`src/rtl/wb_stage_pkg.sv`:
```
// Shared codes for the MEM/WB stage: writeback-source select, load types, reset PC.
package wb_stage_pkg;

  localparam logic [31:0] WB_RESET_PC = 32'h0000_3000;

  typedef enum logic [1:0] {
    WBSEL_ALU = 2'd0,
    WBSEL_MEM = 2'd1,
    WBSEL_PC8 = 2'd2,
    WBSEL_RSV = 2'd3
  } wbsel_e;

  typedef enum logic [2:0] {
    LD_LW  = 3'd0,
    LD_LB  = 3'd1,
    LD_LBU = 3'd2,
    LD_LH  = 3'd3,
    LD_LHU = 3'd4
  } ldtype_e;

endpackage

```
`src/rtl/wb_stage_if.sv`:
```
// MEM-to-WB bus and the grf write / forwarding / retire-count outputs of the WB stage.
interface wb_stage_if #(
  parameter int unsigned DATA_W     = 32,
  parameter int unsigned REG_ADDR_W = 5
);
  logic                  m_valid;
  logic [31:0]           m_pc;
  logic [REG_ADDR_W-1:0] m_rd;
  logic                  m_regwrite;
  logic [1:0]            m_wbsel;
  logic [2:0]            m_ldtype;
  logic [DATA_W-1:0]     m_alu_result;
  logic [DATA_W-1:0]     m_mem_rdata;

  logic                  regwrite;
  logic [REG_ADDR_W-1:0] write_reg;
  logic [DATA_W-1:0]     write_data;
  logic [31:0]           pc_new;
  logic                  fwd_valid;
  logic [31:0]           instret;

  modport master (
    output m_valid, m_pc, m_rd, m_regwrite, m_wbsel, m_ldtype, m_alu_result, m_mem_rdata,
    input  regwrite, write_reg, write_data, pc_new, fwd_valid, instret
  );

  modport slave (
    input  m_valid, m_pc, m_rd, m_regwrite, m_wbsel, m_ldtype, m_alu_result, m_mem_rdata,
    output regwrite, write_reg, write_data, pc_new, fwd_valid, instret
  );
endinterface

```
`src/rtl/wb_stage_load_ext.sv`:
```
// Combinational load extraction: picks the addressed byte/halfword and sign/zero-extends it.
module load_ext
  import wb_stage_pkg::*;
#(
  parameter int unsigned DATA_W = 32
) (
  input  logic [DATA_W-1:0] i_word,
  input  logic [1:0]        i_off,
  input  logic [2:0]        i_ldtype,
  output logic [DATA_W-1:0] o_data
);

  logic [7:0]  w_byte;
  logic [15:0] w_half;

  always_comb begin
    w_byte = i_word[7:0];
    unique case (i_off)
      2'd0: w_byte = i_word[7:0];
      2'd1: w_byte = i_word[15:8];
      2'd2: w_byte = i_word[23:16];
      2'd3: w_byte = i_word[31:24];
      default: w_byte = i_word[7:0];
    endcase
    // Halfword ignores off[0]; a misaligned lh returns the enclosing aligned half.
    w_half = i_off[1] ? i_word[31:16] : i_word[15:0];
  end

  always_comb begin
    o_data = i_word;
    case (i_ldtype)
      LD_LB:   o_data = {{(DATA_W-8){w_byte[7]}}, w_byte};
      LD_LBU:  o_data = {{(DATA_W-8){1'b0}}, w_byte};
      LD_LH:   o_data = {{(DATA_W-16){w_half[15]}}, w_half};
      LD_LHU:  o_data = {{(DATA_W-16){1'b0}}, w_half};
      default: o_data = i_word;
    endcase
  end

endmodule

```
`src/rtl/wb_stage.sv`:
```
// MEM/WB pipeline register, writeback-source mux, grf write port and retire counter.
// Optional WB_TRACE_EN: simulation-only trace print of every committed register write.
module wb_stage
  import wb_stage_pkg::*;
#(
  parameter int unsigned DATA_W     = 32,
  parameter int unsigned REG_ADDR_W = 5,
  parameter logic [31:0] RESET_PC   = WB_RESET_PC
) (
  input  logic       clk,
  input  logic       reset,
  input  logic       stall,
  input  logic       flush,
  wb_stage_if.slave  bus
);

  logic                  r_valid;
  logic [REG_ADDR_W-1:0] r_rd;
  logic                  r_regwrite;
  wbsel_e                r_wbsel;
  ldtype_e               r_ldtype;
  logic [DATA_W-1:0]     r_alu;
  logic [DATA_W-1:0]     r_rdata;
  logic [31:0]           r_pc;
  logic [31:0]           r_instret;

  logic                  w_regwrite;
  logic [DATA_W-1:0]     w_ld_data;
  logic [DATA_W-1:0]     w_wdata;

  always_ff @(posedge clk or posedge reset) begin
    if (reset) begin
      r_valid    <= 1'b0;
      r_rd       <= '0;
      r_regwrite <= 1'b0;
      r_wbsel    <= WBSEL_ALU;
      r_ldtype   <= LD_LW;
      r_alu      <= '0;
      r_rdata    <= '0;
      r_pc       <= RESET_PC;
    end else if (flush) begin
      r_valid    <= 1'b0;
      r_regwrite <= 1'b0;
      r_pc       <= RESET_PC;
    end else if (!stall) begin
      r_valid    <= bus.m_valid;
      r_rd       <= bus.m_rd;
      r_regwrite <= bus.m_regwrite;
      r_wbsel    <= wbsel_e'(bus.m_wbsel);
      r_ldtype   <= ldtype_e'(bus.m_ldtype);
      r_alu      <= bus.m_alu_result;
      r_rdata    <= bus.m_mem_rdata;
      r_pc       <= bus.m_pc;
    end
  end

  // Counted as the instruction is accepted into WB, so instret includes the one now writing back.
  always_ff @(posedge clk or posedge reset) begin
    if (reset) begin
      r_instret <= '0;
    end else if (!flush && !stall && bus.m_valid) begin
      r_instret <= r_instret + 32'd1;
    end
  end

  load_ext #(
    .DATA_W (DATA_W)
  ) u_load_ext (
    .i_word   (r_rdata),
    .i_off    (r_alu[1:0]),
    .i_ldtype (r_ldtype),
    .o_data   (w_ld_data)
  );

  always_comb begin
    w_regwrite = r_valid & r_regwrite & (r_rd != '0);
    w_wdata    = r_alu;
    case (r_wbsel)
      WBSEL_MEM: w_wdata = w_ld_data;
      WBSEL_PC8: w_wdata = DATA_W'(r_pc + 32'd8);
      default:   w_wdata = r_alu;
    endcase
  end

  assign bus.regwrite   = w_regwrite;
  assign bus.write_reg  = w_regwrite ? r_rd : '0;
  assign bus.write_data = w_wdata;
  assign bus.pc_new     = r_pc;
  assign bus.fwd_valid  = w_regwrite;
  assign bus.instret    = r_instret;

`ifdef WB_TRACE_EN
  always @(posedge clk) begin
    if (!reset && w_regwrite) begin
      $display("@%h: $%d <= %h", r_pc, r_rd, w_wdata);
    end
  end
`endif

endmodule

```
`src/flat_wrapper.sv`:
```
// flat-port wrapper written by rule: the top's interface ports become plain ports
module wb_stage_flat import wb_stage_pkg::*;
#(
  parameter int unsigned DATA_W     = 32,
  parameter int unsigned REG_ADDR_W = 5,
  parameter logic [31:0] RESET_PC   = WB_RESET_PC
)
  (clk, reset, stall, flush, bus_m_valid, bus_m_pc, bus_m_rd, bus_m_regwrite, bus_m_wbsel, bus_m_ldtype, bus_m_alu_result, bus_m_mem_rdata, bus_regwrite, bus_write_reg, bus_write_data, bus_pc_new, bus_fwd_valid, bus_instret);
  wb_stage_if #(.DATA_W(DATA_W), .REG_ADDR_W(REG_ADDR_W)) bus_i ();
  input  logic clk;
  input  logic reset;
  input  logic stall;
  input  logic flush;
  input wire logic [$bits(bus_i.m_valid)-1:0] bus_m_valid;
  input wire logic [$bits(bus_i.m_pc)-1:0] bus_m_pc;
  input wire logic [$bits(bus_i.m_rd)-1:0] bus_m_rd;
  input wire logic [$bits(bus_i.m_regwrite)-1:0] bus_m_regwrite;
  input wire logic [$bits(bus_i.m_wbsel)-1:0] bus_m_wbsel;
  input wire logic [$bits(bus_i.m_ldtype)-1:0] bus_m_ldtype;
  input wire logic [$bits(bus_i.m_alu_result)-1:0] bus_m_alu_result;
  input wire logic [$bits(bus_i.m_mem_rdata)-1:0] bus_m_mem_rdata;
  output wire logic [$bits(bus_i.regwrite)-1:0] bus_regwrite;
  output wire logic [$bits(bus_i.write_reg)-1:0] bus_write_reg;
  output wire logic [$bits(bus_i.write_data)-1:0] bus_write_data;
  output wire logic [$bits(bus_i.pc_new)-1:0] bus_pc_new;
  output wire logic [$bits(bus_i.fwd_valid)-1:0] bus_fwd_valid;
  output wire logic [$bits(bus_i.instret)-1:0] bus_instret;
  assign bus_i.m_valid = bus_m_valid;
  assign bus_i.m_pc = bus_m_pc;
  assign bus_i.m_rd = bus_m_rd;
  assign bus_i.m_regwrite = bus_m_regwrite;
  assign bus_i.m_wbsel = bus_m_wbsel;
  assign bus_i.m_ldtype = bus_m_ldtype;
  assign bus_i.m_alu_result = bus_m_alu_result;
  assign bus_i.m_mem_rdata = bus_m_mem_rdata;
  assign bus_regwrite = bus_i.regwrite;
  assign bus_write_reg = bus_i.write_reg;
  assign bus_write_data = bus_i.write_data;
  assign bus_pc_new = bus_i.pc_new;
  assign bus_fwd_valid = bus_i.fwd_valid;
  assign bus_instret = bus_i.instret;
  wb_stage #(.DATA_W(DATA_W), .REG_ADDR_W(REG_ADDR_W), .RESET_PC(RESET_PC)) u_core (.clk(clk), .reset(reset), .stall(stall), .flush(flush), .bus(bus_i));
endmodule
```
`config.mk`:
```
export PLATFORM = sky130hd
export DESIGN_NAME = wb_stage_flat
export DESIGN_NICKNAME = d
export VERILOG_FILES = /design/src/rtl/wb_stage_pkg.sv /design/src/rtl/wb_stage_if.sv /design/src/rtl/wb_stage_load_ext.sv /design/src/rtl/wb_stage.sv /design/src/flat_wrapper.sv
export SDC_FILE = /design/constraint.sdc
export NUM_CORES = 1
export LEC_CHECK = 0
export BUFFER_PORTS_ARGS = -buffer_cell sky130_fd_sc_hd__clkbuf_2
export CORE_MARGIN = 4
export CORE_UTILIZATION = 53
export CTS_CLUSTER_DIAMETER = 100
export CTS_CLUSTER_SIZE = 14
export DETAILED_ROUTE_END_ITERATION = 7
export PLACE_DENSITY_LB_ADDON = 0.05
export SYNTH_ARGS = -nofsm -noshare
export SYNTH_HDL_FRONTEND = slang
export SYNTH_SLANG_ARGS = --single-unit
```
`constraint.sdc`:
```
create_clock -name clk -period 6.7 [get_ports clk]
set_clock_uncertainty 0.2 [all_clocks]
set_input_delay 1.675 -clock clk [delete_from_list [all_inputs] [get_ports clk]]
set_output_delay 1.675 -clock clk [all_outputs]
set_load 0.01 [all_outputs]
```
==> results of run 1 <==
sequential cells by signal (all words and copies together), names as in the netlist:
register            cells
u_core.r_regwrite       1
u_core.r_rdata         32
u_core.r_valid          1
u_core.r_alu           32
u_core.bus.pc_new      32
u_core.r_rd             5
u_core.bus.instret     32
u_core.r_ldtype         3
u_core.r_wbsel          2
layout by cell type (no fill, tap or decap), types with 5 or more instances in the layout:
master,instances
sky130_fd_sc_hd__clkbuf_16,17
sky130_fd_sc_hd__nand4_1,15
sky130_fd_sc_hd__o221ai_2,9
sky130_fd_sc_hd__dfrtp_1,138
sky130_fd_sc_hd__nand2_1,63
sky130_fd_sc_hd__xor2_1,29
sky130_fd_sc_hd__xnor2_1,32
sky130_fd_sc_hd__nand3_1,29
sky130_fd_sc_hd__nor2b_1,8
sky130_fd_sc_hd__mux2_2,76
sky130_fd_sc_hd__a222oi_1,5
sky130_fd_sc_hd__and3_1,12
sky130_fd_sc_hd__and4_1,6
sky130_fd_sc_hd__o21ai_0,13
sky130_fd_sc_hd__buf_4,5
sky130_fd_sc_hd__clkbuf_2,214
sky130_fd_sc_hd__o221ai_1,8
sky130_fd_sc_hd__nor2_1,73
sky130_fd_sc_hd__a21oi_1,6
sky130_fd_sc_hd__inv_1,10
sky130_fd_sc_hd__mux2i_1,32
sky130_fd_sc_hd__nor3_1,6
sky130_fd_sc_hd__nand2b_1,5
cells by family after synthesis:
group,Yosys count,synth area share (%)
flip-flops,140,47.3
buffers and inverters,46,3.06
adder cells (fa/ha/maj),5,0.811
XOR/XNOR,61,7.21
multiplexers,111,16.6
AO/OA/AOI/OAI,72,8.66
AND/OR/NAND/NOR,239,16.4
how the worst min path moves through the flow:
stage	startpoint	end	slack, ns	cells after the start
finish	u_core.bus.instret[31]	u_core.bus.instret[31]	0.27	1
global route	u_core.bus.instret[31]	u_core.bus.instret[31]	0.28	1
CTS	u_core.bus.instret[31]	u_core.bus.instret[31]	0.28	1
detailed placement	u_core.bus.instret[31]	u_core.bus.instret[31]	0.26	1
global placement	u_core.bus.instret[31]	u_core.bus.instret[31]	0.26	1
floorplan	u_core.r_alu[2]	u_core.r_alu[2]	0.28	1
Yosys cell counts (all sizes together), types with 4 or more instances:
cell type	instances	share of area (%)
a2bb2oi	4	0.47
nor2	74	3.7
nor2b	8	0.68
a22oi	4	0.41
nor3	8	0.68
mux2i	33	4.6
nor4	5	0.71
xor2	29	3.4
o21ai	13	0.88
dfrtp	138	47
and3	12	1.0
nand3	30	2.1
a21oi	6	0.41
o221ai	17	2.8
ha	4	0.68
mux2	78	12
buf	24	1.9
nand2b	5	0.42
clkbuf	11	0.56
nand4	18	1.8
and4	6	0.71
a222oi	5	0.68
xnor2	32	3.8
nand2	63	3.2
a221oi	4	0.56
inv	11	0.56
a221o	5	0.69
per-layer routing:
metal	part of all wire [%]	vias up
met5	0	-
met4	3.1	0
met3	7.6	48
met2	47	303
met1	42	3024
li1	-	2824
worst max-delay path: stages, from the launching register on:
cell                       delay (ns)
sky130_fd_sc_hd__dfrtp_1         0.36
sky130_fd_sc_hd__inv_1           0.06
sky130_fd_sc_hd__ha_1            0.28
sky130_fd_sc_hd__buf_4           0.27
sky130_fd_sc_hd__nor2b_1         0.47
sky130_fd_sc_hd__nand2_1         0.09
sky130_fd_sc_hd__a21oi_1         0.67
sky130_fd_sc_hd__nand2_1         0.16
sky130_fd_sc_hd__nand3_1         0.14
sky130_fd_sc_hd__clkbuf_2        0.14
final cells by class:
cell class,instances,area (um2)
Multi-Input combinational cell,488,3680
Fill cell,1071,4260
Clock inverter,13,190
Sequential cell,140,3510
Inverter,11,46.3
Timing Repair Buffer,219,1110
Tap cell,176,220
Clock buffer,19,433
power breakdown:
part,switching (mW),internal [mW],leakage [nW]
logic,0.302,0.256,2.32
registers,0.116,0.937,1.76
clock network,0.376,0.626,0.296
==> impl_results.html, run 1 <==
<table>
<tr><th>Metric</th><th>Value</th></tr>
<tr><th colspan="2">Min path</th></tr>
<tr><td>Path category of the worst min-delay check</td><td>register to register</td></tr>
<tr><th colspan="2">Route</th></tr>
<tr><td>Number of antenna-violating nets in the routed design</td><td>0</td></tr>
<tr><td>Mean routed wirelength per cell</td><td>19.9 um</td></tr>
<tr><td>Drt first pass iters</td><td>7</td></tr>
<tr><td>Via count</td><td>6199</td></tr>
<tr><td>DRT Wirelength</td><td>21300 um</td></tr>
<tr><td>Average vias per placed instance</td><td>5.82</td></tr>
<tr><td>Post-detailed-route DRC marker count</td><td>0</td></tr>
<tr><td>Iteration-0 DRC count of the detailed router</td><td>739</td></tr>
<tr><th colspan="2">Power</th></tr>
<tr><td>Pwr/cell area</td><td>284 nW/um2</td></tr>
<tr><td>Final Total Pwr</td><td>2.61 mW</td></tr>
<tr><td>Leakage Power</td><td>4.38 nW</td></tr>
<tr><td>Max rail drop VDD</td><td>0.195 mV</td></tr>
<tr><th colspan="2">Timing</th></tr>
<tr><td>Unrepaired setup endpoints after global routing</td><td>no</td></tr>
<tr><td>Worst slew margin relative to its limit</td><td>36.5%</td></tr>
<tr><td>Slew Viols, Final</td><td>0</td></tr>
<tr><td>Fraction of the cycle the final worst path needs</td><td>73.9%</td></tr>
<tr><td>Fin. Hold Viols</td><td>0</td></tr>
<tr><td>Max Freq</td><td>0.202 GHz</td></tr>
<tr><td>Worst-case setup margin in the final layout</td><td>1.75 ns</td></tr>
<tr><td>Worst hold-check slack</td><td>0.272 ns</td></tr>
<tr><td>Setup Total Neg Slack</td><td>0 ns</td></tr>
<tr><td>Shortest period the worst path allows</td><td>4.95 ns</td></tr>
<tr><td>Setup-failing EPs final</td><td>0</td></tr>
<tr><td>Worst slew pin tran</td><td>0.950 ns</td></tr>
<tr><th colspan="2">Setup path</th></tr>
<tr><td>Arrival time at the worst endpoint</td><td>3.08 ns</td></tr>
<tr><td>Max Fanout on Critical Path</td><td>40</td></tr>
<tr><td>Type of element launching the critical path</td><td>register</td></tr>
<tr><td>Setup slack of the worst register-to-register path</td><td>4.69 ns</td></tr>
<tr><td>Critical path capture point</td><td>bus_write_data[1]</td></tr>
<tr><td>Worst reg-to-reg path cell count</td><td>5</td></tr>
<tr><td>Destination of the worst register-to-register timing path</td><td>u_core.bus.instret[30]</td></tr>
<tr><td>Worst setup EP type</td><td>output pin</td></tr>
<tr><td>Worst setup path start</td><td>u_core.r_wbsel[0]</td></tr>
<tr><td>Required @ worst endpoint</td><td>4.83 ns</td></tr>
<tr><td>Origin of the critical flop-to-flop path</td><td>u_core.bus.instret[4]</td></tr>
<tr><td>Critical path class</td><td>register to output pin</td></tr>
<tr><th colspan="2">CTS</th></tr>
<tr><td>Buffers inserted by post-CTS timing repair</td><td>0</td></tr>
<tr><td>Hold_buf cts</td><td>0</td></tr>
<tr><td>Clock tree from TritonCTS</td><td>yes</td></tr>
<tr><td>Number of clock sinks seen by CTS</td><td>140</td></tr>
<tr><td>Cell chosen for the clock root</td><td>sky130_fd_sc_hd__clkbuf_16</td></tr>
<tr><td>Clock edge transition at the registers on the reported setup and hold paths</td><td>0.06 ns</td></tr>
<tr><td>Cells resized by post-CTS repair</td><td>0</td></tr>
<tr><td>Max clock buf depth</td><td>2</td></tr>
<tr><td>Max H-tree Level</td><td>4</td></tr>
<tr><td>Total CTS buffers</td><td>17</td></tr>
<tr><td>Clock latency of the later-clocked register in the worst-skew pair</td><td>0.43 ns</td></tr>
<tr><th colspan="2">Synth</th></tr>
<tr><td>Share of synthesized area occupied by flip-flops and latches</td><td>47.3%</td></tr>
<tr><td>Mean instance size in the synthesized netlist</td><td>11.0 um2</td></tr>
<tr><td>Post-Synthesis Net Count</td><td>790</td></tr>
<tr><td>Cell area after technology mapping</td><td>7410 um2</td></tr>
<tr><td>Register bit count reported by yosys</td><td>140</td></tr>
<tr><td>Number of synthesis warnings</td><td>0</td></tr>
<tr><td>Top FF cell, synth</td><td>sky130_fd_sc_hd__dfrtp_1</td></tr>
<tr><td>Number of distinct standard cells referenced by the synthesized netlist</td><td>58</td></tr>
<tr><td>Post-synthesis async set-or-reset flop share</td><td>100%</td></tr>
<tr><td>Count of flip-flops with a built-in enable after synthesis</td><td>0</td></tr>
<tr><td>Number of standard cells after synthesis</td><td>674</td></tr>
<tr><th colspan="2">Die</th></tr>
<tr><td>Die width</td><td>126 um</td></tr>
<tr><td>Height of the die</td><td>126 um</td></tr>
<tr><td>Area inside the core boundary</td><td>13500 um2</td></tr>
<tr><td># rows</td><td>42</td></tr>
<tr><td>Die Outline Area</td><td>15900 um2</td></tr>
<tr><td>I/O Pins</td><td>215</td></tr>
<tr><td>Initial standard-cell utilization of the core</td><td>55.1%</td></tr>
<tr><th colspan="2">Cells and area</th></tr>
<tr><td>Antenna cell count</td><td>0</td></tr>
<tr><td>Share of layout cells above drive strength 1</td><td>40.0%</td></tr>
<tr><td>Utilization of the core after routing</td><td>68.3%</td></tr>
<tr><td>Fin nets</td><td>993</td></tr>
<tr><td>Non-filler cells in the finished layout</td><td>1066</td></tr>
<tr><td>Layout-stage area growth over the synthesis result</td><td>24.0%</td></tr>
<tr><td>Final Instance Area</td><td>9190 um2</td></tr>
<tr><th colspan="2">Placement</th></tr>
<tr><td>Post-Place Setup Slack</td><td>2.25 ns</td></tr>
<tr><td>GPL Wtd Cong</td><td>0.895</td></tr>
<tr><td>Placed wire-length estimate</td><td>16000 um</td></tr>
<tr><td>Post-Place Cells</td><td>1034</td></tr>
<tr><td>Post-Place Cell Area</td><td>8570 um2</td></tr>
<tr><td>Count of input and output buffers</td><td>214</td></tr>
<tr><th colspan="2">Flow run</th></tr>
<tr><td># Max-Cap Violations</td><td>0</td></tr>
<tr><th colspan="2">Global routing</th></tr>
<tr><td>Global Route Usage Sum</td><td>27.3%</td></tr>
<tr><td>Wire length of the first global-routing pass</td><td>34100 um</td></tr>
<tr><td>Largest net degree at the start of global routing</td><td>84</td></tr>
<tr><td>Met1 Track Usage GR</td><td>37.4%</td></tr>
<tr><td>Busiest grt layer</td><td>met2</td></tr>
<tr><td>Aggregate global routing overflow</td><td>0</td></tr>
<tr><td>GR met3 Demand/Resource</td><td>5.88%</td></tr>
<tr><td>GRT met2 Usage</td><td>42.6%</td></tr>
<tr><td>Number of antenna violations at the first check in global routing</td><td>0</td></tr>
<tr><td>Via count of the first global-routing pass</td><td>6298</td></tr>
<tr><th colspan="2">Status</th></tr>
<tr><td>Outcome</td><td>completed</td></tr>
</table>
No activity file was read; power rests on OpenSTA's default activity.
==> inputs of run 2 (changes only) <==
Settings changed: CORE_UTILIZATION 53 to 47.
Clock period 6.7 ns to 4.45 ns, I/O delays scaled along.
==> impl_results.html, run 2 (synthesis results as in run 1) <==
<table>
<tr><th>Metric</th><th>Value</th></tr>
<tr><th colspan="2">Status</th></tr>
<tr><td>Outcome</td><td>completed (unchanged)</td></tr>
<tr><th colspan="2">Global routing</th></tr>
<tr><td>Largest net degree at the start of global routing</td><td>81 (was 84)</td></tr>
<tr><td>Number of antenna violations at the first check in global routing</td><td>0 (unchanged)</td></tr>
<tr><td>Global Route Usage Sum</td><td>25.2% (was 27.3%)</td></tr>
<tr><td>Aggregate global routing overflow</td><td>0 (unchanged)</td></tr>
<tr><td>Wire length of the first global-routing pass</td><td>35200 um (was 34100 um)</td></tr>
<tr><td>Via count of the first global-routing pass</td><td>6401 (was 6298)</td></tr>
<tr><th colspan="2">Timing</th></tr>
<tr><td>Unrepaired setup endpoints after global routing</td><td>no (unchanged)</td></tr>
<tr><td>Fraction of the cycle the final worst path needs</td><td>90.8%</td></tr>
<tr><td>Shortest period the worst path allows</td><td>4.04 ns</td></tr>
<tr><td>Setup-failing EPs final</td><td>0 (unchanged)</td></tr>
<tr><td>Setup Total Neg Slack</td><td>0 ns (unchanged)</td></tr>
<tr><td>Max Freq</td><td>0.247 GHz</td></tr>
<tr><td>Fin. Hold Viols</td><td>0 (unchanged)</td></tr>
<tr><td>Slew Viols, Final</td><td>0 (unchanged)</td></tr>
<tr><td>Worst slew pin tran</td><td>0.913 ns (was 0.950 ns)</td></tr>
<tr><td>Worst slew margin relative to its limit</td><td>39.0% (was 36.5%)</td></tr>
<tr><th colspan="2">Route</th></tr>
<tr><td>Number of antenna-violating nets in the routed design</td><td>0 (unchanged)</td></tr>
<tr><td>Detailed-route wire length on metal 1</td><td>9590 um (was 8970 um)</td></tr>
<tr><td>Iteration-0 DRC count of the detailed router</td><td>556 (was 739)</td></tr>
<tr><td>Routed wl met3</td><td>1600 um (was 1610 um)</td></tr>
<tr><td>Via count</td><td>6131 (was 6199)</td></tr>
<tr><td>Met2 WL post-DR</td><td>10300 um (was 10000 um)</td></tr>
<tr><td>Mean routed wirelength per cell</td><td>19.8 um (was 19.9 um)</td></tr>
<tr><td>Post-detailed-route DRC marker count</td><td>0 (unchanged)</td></tr>
<tr><td>Highest signal layer in the routed design</td><td>met4 (unchanged)</td></tr>
<tr><td>DRT Wirelength</td><td>21900 um (was 21300 um)</td></tr>
<tr><td>Average vias per placed instance</td><td>5.55 (was 5.82)</td></tr>
<tr><td>Drt first pass iters</td><td>5 (was 7)</td></tr>
<tr><th colspan="2">Power</th></tr>
<tr><td>Pwr/cell area</td><td>414 nW/um2 (was 284 nW/um2)</td></tr>
<tr><td>Cell-internal power</td><td>2.61 mW (was 1.82 mW)</td></tr>
<tr><td>Max rail drop VDD</td><td>0.300 mV (was 0.195 mV)</td></tr>
<tr><td>Final Total Pwr</td><td>3.83 mW (was 2.61 mW)</td></tr>
<tr><td>Sequential Power Share</td><td>41.5% (was 40.3%)</td></tr>
<tr><td>Part of the total power dissipated in the clock network</td><td>36.6% (was 38.4%)</td></tr>
<tr><td>NetSw</td><td>1.21 mW (was 0.794 mW)</td></tr>
<tr><td>Leakage Power</td><td>4.38 nW (about the same)</td></tr>
<tr><td>Fraction of power spent switching nets</td><td>31.7% (was 30.4%)</td></tr>
<tr><td>Relative contribution of combinational cells to total power</td><td>21.9% (was 21.4%)</td></tr>
<tr><th colspan="2">Die</th></tr>
<tr><td>I/O Pins</td><td>215 (unchanged)</td></tr>
<tr><td>Height of the die</td><td>134 um (was 126 um)</td></tr>
<tr><td>Die width</td><td>134 um (was 126 um)</td></tr>
<tr><td>Die Outline Area</td><td>17800 um2 (was 15900 um2)</td></tr>
<tr><td>Area inside the core boundary</td><td>15300 um2 (was 13500 um2)</td></tr>
<tr><td>Initial standard-cell utilization of the core</td><td>48.4% (was 55.1%)</td></tr>
<tr><td># rows</td><td>45 (was 42)</td></tr>
<tr><th colspan="2">CTS</th></tr>
<tr><td>Max clock buf depth</td><td>2 (unchanged)</td></tr>
<tr><td>Hold_buf cts</td><td>0 (unchanged)</td></tr>
<tr><td>Max H-tree Level</td><td>4 (unchanged)</td></tr>
<tr><td>Number of clock sinks seen by CTS</td><td>140 (unchanged)</td></tr>
<tr><td>Clock latency of the later-clocked register in the worst-skew pair</td><td>0.43 ns (about the same)</td></tr>
<tr><td>Clock edge transition at the registers on the reported setup and hold paths</td><td>0.06 ns (about the same)</td></tr>
<tr><td>Total CTS buffers</td><td>17 (unchanged)</td></tr>
<tr><td>Buffers inserted by post-CTS timing repair</td><td>0 (unchanged)</td></tr>
<tr><td>Clock tree from TritonCTS</td><td>yes (unchanged)</td></tr>
<tr><td>Cell chosen for the clock root</td><td>sky130_fd_sc_hd__clkbuf_16 (unchanged)</td></tr>
<tr><td>Cells resized by post-CTS repair</td><td>0 (unchanged)</td></tr>
<tr><th colspan="2">Cells and area</th></tr>
<tr><td>Fillers</td><td>1344 (was 1071)</td></tr>
<tr><td>Utilization of the core after routing</td><td>60.4% (was 68.3%)</td></tr>
<tr><td>Commonest cells after routing, fill and taps aside</td><td>sky130_fd_sc_hd__clkbuf_2, sky130_fd_sc_hd__dfrtp_1, sky130_fd_sc_hd__mux2_2 (unchanged)</td></tr>
<tr><td>Fin nets</td><td>997 (was 993)</td></tr>
<tr><td>Layout-stage area growth over the synthesis result</td><td>24.8% (was 24.0%)</td></tr>
<tr><td>Antenna cell count</td><td>0 (unchanged)</td></tr>
<tr><td>Share of layout cells above drive strength 1</td><td>40.5% (was 40.0%)</td></tr>
<tr><td>Most common library cell in the layout ignoring fill and taps</td><td>sky130_fd_sc_hd__clkbuf_2 (unchanged)</td></tr>
<tr><th colspan="2">Flow run</th></tr>
<tr><td># Max-Cap Violations</td><td>0 (unchanged)</td></tr>
<tr><th colspan="2">Min path</th></tr>
<tr><td>Path category of the worst min-delay check</td><td>register to register (unchanged)</td></tr>
<tr><th colspan="2">Setup path</th></tr>
<tr><td>Stage delay of the slowest cell on the critical path</td><td>0.78 ns (was 0.67 ns)</td></tr>
<tr><td>Required @ worst endpoint</td><td>3.14 ns (was 4.83 ns)</td></tr>
<tr><td>Worst setup EP type</td><td>output pin (unchanged)</td></tr>
<tr><td>Max Fanout on Critical Path</td><td>16 (was 40)</td></tr>
<tr><td>Arrival time at the worst endpoint</td><td>2.73 ns (was 3.08 ns)</td></tr>
<tr><td>Worst path slowest cell</td><td>sky130_fd_sc_hd__dfrtp_1 (was sky130_fd_sc_hd__a21oi_1)</td></tr>
<tr><td>Critical path, cell by cell</td><td>mux2_4, o22ai_1, a221o_2, a2bb2oi_1, o21ai_0, clkbuf_2 (was inv_1, ha_1, buf_4, nor2b_1, nand2_1, a21oi_1, nand2_1, nand3_1, clkbuf_2)</td></tr>
<tr><td>Critical path class</td><td>register to output pin (unchanged)</td></tr>
<tr><td>Type of element launching the critical path</td><td>register (unchanged)</td></tr>
<tr><th colspan="2">Placement</th></tr>
<tr><td>GPL Wtd Cong</td><td>0.937 (was 0.895)</td></tr>
<tr><td>Placed wire-length estimate</td><td>16500 um (was 16000 um)</td></tr>
<tr><td>Count of input and output buffers</td><td>214 (unchanged)</td></tr>
</table>
==> run 2: cell count changes in the layout (fill, tap and decap cells not counted), sizes merged <==
cell      previous run  this run
buf                  5         9
bufinv               4         1
clkinvlp             3         5
inv                 14        15
==> run 2: final timing paths <==
check / from / endpoint / slack, ns / cells past startpoint
worst max-delay path: u_core.r_alu[1] / bus_write_data[17] / 0.41 / 6
worst min-delay path: u_core.bus.instret[31] / u_core.bus.instret[31] / 0.27 / 1
worst max register to register: u_core.bus.instret[4] / u_core.bus.instret[30] / 2.36 / 5
worst min register to register: u_core.bus.instret[31] / u_core.bus.instret[31] / 0.27 / 1
max in group asynchronous: reset / u_core.r_alu[19] / 2.48 / 3
min in group asynchronous: reset / u_core.r_rd[4] / 0.66 / 2
==> run 2: power groups by stage <==
stage	clock network [mW]	logic, mW	registers [mW]
floorplan	0	0.560	1.54
global placement	0	0.827	1.60
detailed placement	0	0.842	1.60
CTS	1.42	0.845	1.59
global route	1.48	0.913	1.61
finish	1.40	0.839	1.59
==> run 2: per-stage QoR <==
stage	cells	hold slack, ns	setup slack, ns	cell area, um2
final	1105	0.269	0.409	9250
after global routing	1105	0.293	0.263	9250
after CTS	1105	0.273	0.440	9250
after detailed placement	1073	0.256	0.916	8660
after global placement	1073	0.258	0.955	8660
after floorplan	674	0.280	1.31	7410
==> run 2: worst max-delay path, delay by kind of cell (launching register included) <==
kind	cells	cell delay, ns
compound gates	4	0.98
buf+inv	1	0.14
flops	1	0.78
mux	1	0.38
==> run 2: layout make-up <==
cell class	instances	area, um2	share of cell area, %
flip-flops and latches	140	3510	37.9
repair buffers	223	1160	12.6
clock inverters	13	133	1.43
inverters	11	45.0	0.487
clock buffers	19	453	4.90
multi-input cells	488	3680	39.8
well taps	211	264	2.85
==> run 2: layer usage <==
layer | track usage [%] | vias to the layer above
li1 | - | 2830
met1 | 34.7 | 3018
met2 | 39.6 | 256
met3 | 7.06 | 27
met4 | 6.00 | 0
met5 | 0 | -
